[src/rtl/serial_comparator_pkg.sv]
// Shared constants for the serial comparator: FSM state encoding and operand geometry.
// Optional feature macro used by the top: SERIAL_COMPARATOR_SIGNED_EN.
package serial_comparator_pkg;

  localparam int OPERAND_W  = 32;
  localparam int BYTE_W     = 8;
  localparam int BYTE_COUNT = 4;
  localparam int IDX_W      = $clog2(BYTE_COUNT);

  localparam logic [1:0] IDLE    = 2'd0;
  localparam logic [1:0] COMPARE = 2'd1;
  localparam logic [1:0] DONE    = 2'd2;

  localparam logic [IDX_W-1:0] TOP_IDX = IDX_W'(BYTE_COUNT - 1);

endpackage

[src/rtl/serial_comparator_byte_compare.sv]
// Combinational unsigned comparison of one byte pair; the top reuses a single
// instance for every byte position through a select multiplexer.
module byte_compare
  import serial_comparator_pkg::*;
(
  input  logic [BYTE_W-1:0] a_i,
  input  logic [BYTE_W-1:0] b_i,
  output logic              eq_o,
  output logic              lt_o
);

  assign eq_o = (a_i == b_i);
  assign lt_o = (a_i < b_i);

endmodule

[src/rtl/serial_comparator.sv]
// Byte-serial 32-bit magnitude comparator, MSB byte first with early exit.
// Define SERIAL_COMPARATOR_SIGNED_EN to honour signed_mode (two's-complement order).
module serial_comparator
  import serial_comparator_pkg::*;
(
  input  logic                 clock,
  input  logic                 reset,
  input  logic                 start,
  input  logic [OPERAND_W-1:0] a,
  input  logic [OPERAND_W-1:0] b,
  input  logic                 signed_mode,
  output logic                 ready,
  output logic                 done,
  output logic                 is_equal,
  output logic                 is_not_equal,
  output logic                 is_less_than
);

  logic [1:0]           state_q, state_d;
  logic [OPERAND_W-1:0] aOp_q, aOp_d;
  logic [OPERAND_W-1:0] bOp_q, bOp_d;
  logic                 signed_q, signed_d;
  logic [IDX_W-1:0]     idx_q, idx_d;
  logic                 eq_q, eq_d;
  logic                 neq_q, neq_d;
  logic                 lt_q, lt_d;

  logic [BYTE_W-1:0]    byteA, byteB;
  logic [BYTE_W-1:0]    cmpA, cmpB;
  logic                 flipMsb;
  logic                 byteEq, byteLt;

  // Flipping the sign bit of the top byte maps two's-complement order onto unsigned order.
`ifdef SERIAL_COMPARATOR_SIGNED_EN
  assign flipMsb = signed_q && (idx_q == TOP_IDX);
`else
  logic unusedSignedMode;
  assign flipMsb          = 1'b0;
  assign unusedSignedMode = signed_q;
`endif

  always_comb begin
    byteA = aOp_q[idx_q*BYTE_W +: BYTE_W];
    byteB = bOp_q[idx_q*BYTE_W +: BYTE_W];
    cmpA  = {byteA[BYTE_W-1] ^ flipMsb, byteA[BYTE_W-2:0]};
    cmpB  = {byteB[BYTE_W-1] ^ flipMsb, byteB[BYTE_W-2:0]};
  end

  byte_compare u_byte_compare (
    .a_i  (cmpA),
    .b_i  (cmpB),
    .eq_o (byteEq),
    .lt_o (byteLt)
  );

  always_comb begin
    state_d  = state_q;
    aOp_d    = aOp_q;
    bOp_d    = bOp_q;
    signed_d = signed_q;
    idx_d    = idx_q;
    eq_d     = eq_q;
    neq_d    = neq_q;
    lt_d     = lt_q;
    case (state_q)
      IDLE: begin
        if (start) begin
          aOp_d    = a;
          bOp_d    = b;
          signed_d = signed_mode;
          idx_d    = TOP_IDX;
          eq_d     = 1'b0;
          neq_d    = 1'b0;
          lt_d     = 1'b0;
          state_d  = COMPARE;
        end
      end
      COMPARE: begin
        // First differing byte decides the ordering; lower bytes cannot change it.
        if (!byteEq) begin
          eq_d    = 1'b0;
          neq_d   = 1'b1;
          lt_d    = byteLt;
          state_d = DONE;
        end else if (idx_q == '0) begin
          eq_d    = 1'b1;
          neq_d   = 1'b0;
          lt_d    = 1'b0;
          state_d = DONE;
        end else begin
          idx_d = idx_q - 1'b1;
        end
      end
      DONE: begin
        idx_d   = TOP_IDX;
        state_d = IDLE;
      end
      default: begin
        idx_d   = TOP_IDX;
        state_d = IDLE;
      end
    endcase
  end

  always_ff @(posedge clock) begin
    if (reset) begin
      state_q  <= IDLE;
      aOp_q    <= '0;
      bOp_q    <= '0;
      signed_q <= 1'b0;
      idx_q    <= TOP_IDX;
      eq_q     <= 1'b0;
      neq_q    <= 1'b0;
      lt_q     <= 1'b0;
    end else begin
      state_q  <= state_d;
      aOp_q    <= aOp_d;
      bOp_q    <= bOp_d;
      signed_q <= signed_d;
      idx_q    <= idx_d;
      eq_q     <= eq_d;
      neq_q    <= neq_d;
      lt_q     <= lt_d;
    end
  end

  assign ready        = (state_q == IDLE);
  assign done         = (state_q == DONE);
  assign is_equal     = eq_q;
  assign is_not_equal = neq_q;
  assign is_less_than = lt_q;

endmodule

[config.mk]
export PLATFORM = sky130hd
export DESIGN_NAME = serial_comparator
export DESIGN_NICKNAME = d
export VERILOG_FILES = /design/src/rtl/serial_comparator_pkg.sv /design/src/rtl/serial_comparator_byte_compare.sv /design/src/rtl/serial_comparator.sv
export SDC_FILE = /design/constraint.sdc
export NUM_CORES = 1
export LEC_CHECK = 0
export ABC_AREA = 1
export CORE_ASPECT_RATIO = 0.6
export CORE_MARGIN = 2
export CORE_UTILIZATION = 40
export CTS_BUF_LIST = sky130_fd_sc_hd__clkbuf_8 sky130_fd_sc_hd__clkbuf_16
export DETAILED_ROUTE_END_ITERATION = 12
export PLACE_DENSITY = 0.69
export SKIP_CTS_REPAIR_TIMING = 1
export SLEW_MARGIN = 20
export SYNTH_ARGS = -nofsm -noshare
export SYNTH_HDL_FRONTEND = slang
export SYNTH_HIERARCHICAL = 1
export SYNTH_SLANG_ARGS = --single-unit
[constraint.sdc]
create_clock -name clock -period 2.05 [get_ports clock]
set_input_delay 0.3075 -clock clock [delete_from_list [all_inputs] [get_ports clock]]
set_output_delay 0.3075 -clock clock [all_outputs]
set_load 0.01 [all_outputs]
==> results_tabular.tex <==
\begin{tabular}{lr}
\hline
Metric & Value \\
\hline
\multicolumn{2}{l}{\textbf{Yosys}} \\
\quad Synthesized instance count & 450 \\
\quad Leading post-synthesis cells by cell area & sky130\_fd\_sc\_hd\_\_dfxtp\_1, sky130\_fd\_sc\_hd\_\_nor2\_1, sky130\_fd\_sc\_hd\_\_o21ai\_0, sky130\_fd\_sc\_hd\_\_ha\_1, sky130\_fd\_sc\_hd\_\_o22ai\_1 \\
\quad Proportion of netlist area held by the largest area contributor & 0.4483 \\
\quad Post-synth net total & 527 \\
\quad Synthesized area per cell & 7.046 sq um \\
\quad Total number of yosys warnings & 6 \\
\quad Cell type with the highest aggregate area in the netlist & sky130\_fd\_sc\_hd\_\_dfxtp\_1 \\
\quad Number of unique standard cell types used by synthesis & 22 \\
\quad Post-synthesis register bit count & 71 \\
\quad Netlist Area Pre-Place & 3171 sq um \\
\quad Share of synthesized area occupied by flip-flops and latches & 0.4483 \\
\multicolumn{2}{l}{\textbf{Clock network}} \\
\quad Clk pin slew, worst setup/hold paths & 60 ps \\
\quad Root Buffer Master & sky130\_fd\_sc\_hd\_\_clkbuf\_16 \\
\quad Number of buffers created by CTS & 9 \\
\quad Count of clock tree sinks & 71 \\
\quad Clock tree from TritonCTS & built \\
\quad Maximum level of the CTS H-tree & 3 \\
\quad Latest clock arrival within the worst-skew pair & 330 ps \\
\quad Clock Path Buffers & 2 \\
\multicolumn{2}{l}{\textbf{Power}} \\
\quad Worst vdd rail ir drop & 0.4668 mV \\
\quad Final Total Pwr & 4.421 mW \\
\quad Internal power & 3.133 mW \\
\quad Total power divided by cell area & 938.7 nW/um\^{}2 \\
\quad Portion of total power attributed to combinational logic & 0.259 \\
\quad Clock share of power & 0.378 \\
\quad Sequential cell fraction of total power & 0.363 \\
\quad Leakage power total & 1.930 nW \\
\quad Sw Share & 0.2913 \\
\quad P\_sw & 1.288 mW \\
\multicolumn{2}{l}{\textbf{Global routing}} \\
\quad All-layer global routing usage & 0.1972 \\
\quad Antenna violations before repair & 0 \\
\quad Remaining global-route overflow & 0 \\
\quad Via count of the first global-routing pass & 2767 \\
\quad Global-route wire length before repair & 13.34 mm \\
\quad Maximum number of pins on one net before global-route repair & 68 \\
\multicolumn{2}{l}{\textbf{Placed design}} \\
\quad Weighted congestion reported at the end of routability-driven placement & 0.8509 \\
\quad Setup slack at placement & -173.8 ps \\
\quad Total half-perimeter wirelength after legalization and detailed placement & 5.865 mm \\
\quad IO buf count & 71 \\
\multicolumn{2}{l}{\textbf{Setup path}} \\
\quad Kind of end point of the critical path & register \\
\quad WP data arrival & 2480 ps \\
\quad Register-to-Register Setup Slack & -160 ps \\
\quad Cell count of the worst reg-to-reg path & 14 \\
\quad Critical register-to-register path startpoint & idx\_q[0] \\
\quad Start-to-end type of the worst setup path & reg2reg \\
\quad Largest fanout of any net on the critical path & 8 \\
\quad Critical register-to-register path endpoint & idx\_q[1] \\
\quad Startpoint types & register \\
\quad Worst endpoint required time & 2320 ps \\
\multicolumn{2}{l}{\textbf{Timing}} \\
\quad Post-route fraction of the period consumed by the critical path & 1.079 \\
\quad FMAX & 452.0 MHz \\
\quad Crit path setup slack, layout & -162.4 ps \\
\quad Pin slew with the least headroom to its limit & 464.2 ps \\
\quad Worst-case clock skew & 6.805 ps \\
\quad Setup repair after global routing missed its margin & true \\
\quad Final Max Slew Viols & 0 \\
\quad Worst slew margin & 0.6873 \\
\quad Time the final worst path needs with I/O delays and setup & 2212 ps \\
\quad Hold slack & 458.9 ps \\
\quad Setup violators final & 7 \\
\quad Final hold violation count & 0 \\
\multicolumn{2}{l}{\textbf{Min path}} \\
\quad Worst hold path type & reg2reg \\
\quad Terminating pin of the worst hold path & is\_equal \\
\quad Hold path startpoint & is\_equal \\
\quad Cell count of the worst hold path & 2 \\
\multicolumn{2}{l}{\textbf{Routing}} \\
\quad Detailed Route WL & 9.052 mm \\
\quad Detailed Routing Iterations Pass 1 & 5 \\
\quad Number of vias after detailed routing & 3232 \\
\quad Number of DRC violations after detailed-routing iteration 0 & 245 \\
\quad DRC Markers & 0 \\
\quad Post-route antenna net violation count & 0 \\
\quad WL per Instance & 14.10 um \\
\quad Vias per inst & 5.034 \\
\multicolumn{2}{l}{\textbf{Die}} \\
\quad I/O pin cnt & 73 \\
\quad Die Span X & 118.9 um \\
\quad Total Die Area & 8678 sq um \\
\quad Std-Cell Core Area & 7789 sq um \\
\quad Number of rows in the core area & 25 \\
\quad Initial core utilization & 0.4071 \\
\quad Floorplan die height & 72.96 um \\
\multicolumn{2}{l}{\textbf{Finish}} \\
\quad Most used cells in the layout excluding fill and tap cells & sky130\_fd\_sc\_hd\_\_nor2\_1, sky130\_fd\_sc\_hd\_\_o21ai\_0, sky130\_fd\_sc\_hd\_\_clkdlybuf4s50\_1 \\
\quad Synthesis-to-layout area growth & 48.54\% \\
\quad Most common cell after layout, fill and taps aside & sky130\_fd\_sc\_hd\_\_nor2\_1 \\
\quad Fraction of final layout cells sized beyond drive strength 1 & 0.1536 \\
\quad Final \#Nets & 606 \\
\quad Number of antenna diodes & 0 \\
\quad Finished Core Util & 0.6047 \\
\multicolumn{2}{l}{\textbf{Status}} \\
\quad Run status & finished with violations \\
\quad Failing checks & negative setup slack \\
\multicolumn{2}{l}{\textbf{Job}} \\
\quad Maximum Capacitance Violations & 0 \\
\hline
\end{tabular}
state kept, by name, indices dropped and copies added (netlist names):
register	flops
is_equal	1
idx_q	2
is_less_than	1
bOp_q	32
aOp_q	32
state_q	2
is_not_equal	1
per-stage QoR:
stage	setup TNS, ps	area, sq um	cells
after detailed placement	-613.8	4046	619
after CTS	-797.2	4368	635
final	-776.8	4710	642
after floorplan	0	3177	450
after global routing	-1565	4710	642
after global placement	-235.6	4046	619
logic make-up after synthesis:
| logic type | count (synthesis) | share of synthesized area |
|---|---|---|
| flip-flops | 71 | 0.4483 |
| AO/OA/AOI/OAI | 119 | 0.1942 |
| AND/OR/NAND/NOR | 200 | 0.2478 |
| adder cells (fa/ha/maj) | 9 | 0.03552 |
| buffers and inverters | 51 | 0.07419 |
power groups by stage:
stage | sequential [mW] | combinational [mW] | clock, mW
finish | 1.60 | 1.14 | 1.67
global route | 1.61 | 1.26 | 1.74
CTS | 1.59 | 0.874 | 1.69
detailed placement | 1.62 | 0.868 | 0
global placement | 1.61 | 0.845 | 0
floorplan | 1.59 | 0.553 | 0
worst max-delay path, cell delays in order, from the launching register on:
cell	delay, ps
sky130_fd_sc_hd__dfxtp_4	390
sky130_fd_sc_hd__inv_6	90
sky130_fd_sc_hd__buf_12	120
sky130_fd_sc_hd__buf_8	120
sky130_fd_sc_hd__o21ai_0	100
sky130_fd_sc_hd__o22ai_1	140
sky130_fd_sc_hd__inv_1	110
sky130_fd_sc_hd__ha_4	300
sky130_fd_sc_hd__nand3_4	80
sky130_fd_sc_hd__nor3_4	220
sky130_fd_sc_hd__nand2_2	80
sky130_fd_sc_hd__nand2_4	110
sky130_fd_sc_hd__buf_6	100
sky130_fd_sc_hd__nand3_1	70
sky130_fd_sc_hd__nand3_1	100
cell usage after synthesis, drive strengths merged:
| library cell | count |
|---|---|
| nand3 | 9 |
| nor3 | 1 |
| nor2 | 167 |
| buf | 16 |
| dfxtp | 71 |
| a21oi | 6 |
| ha | 9 |
| nand2 | 23 |
| inv | 22 |
| o21ai | 97 |
| clkbuf | 13 |
| o22ai | 16 |
layout make-up:
class,instances,area [sq um]
Tap cell,108,135.1
Timing Repair Buffer,97,1031
Clock buffer,9,225.2
Fill cell,672,3079
Sequential cell,71,1426
Clock inverter,7,96.34
Multi-Input combinational cell,328,1705
Inverter,22,90.09
worst max path at each step:
stage	from	to	slack, ps	depth (start not counted)
6_report	idx_q[0]	idx_q[1]	-160	14
3_5_place_dp	idx_q[0]	is_equal	-170	14
5_1_grt	idx_q[0]	idx_q[1]	-270	14
3_3_place_gp	idx_q[0]	is_equal	-100	14
4_1_cts	idx_q[0]	is_equal	-200	14
2_1_floorplan	idx_q[0]	is_equal	3	15
metal layers:
| layer | track usage | vias up | wire, um |
|---|---|---|---|
| li1 | - | 1624 | - |
| met1 | 0.2939 | 1472 | 4680 |
| met2 | 0.2791 | 123 | 3708 |
| met3 | 0.05391 | 13 | 570 |
| met4 | 0.05159 | 0 | 93 |
| met5 | 0 | - | 0 |
Power figures use the tool's default switching activity.
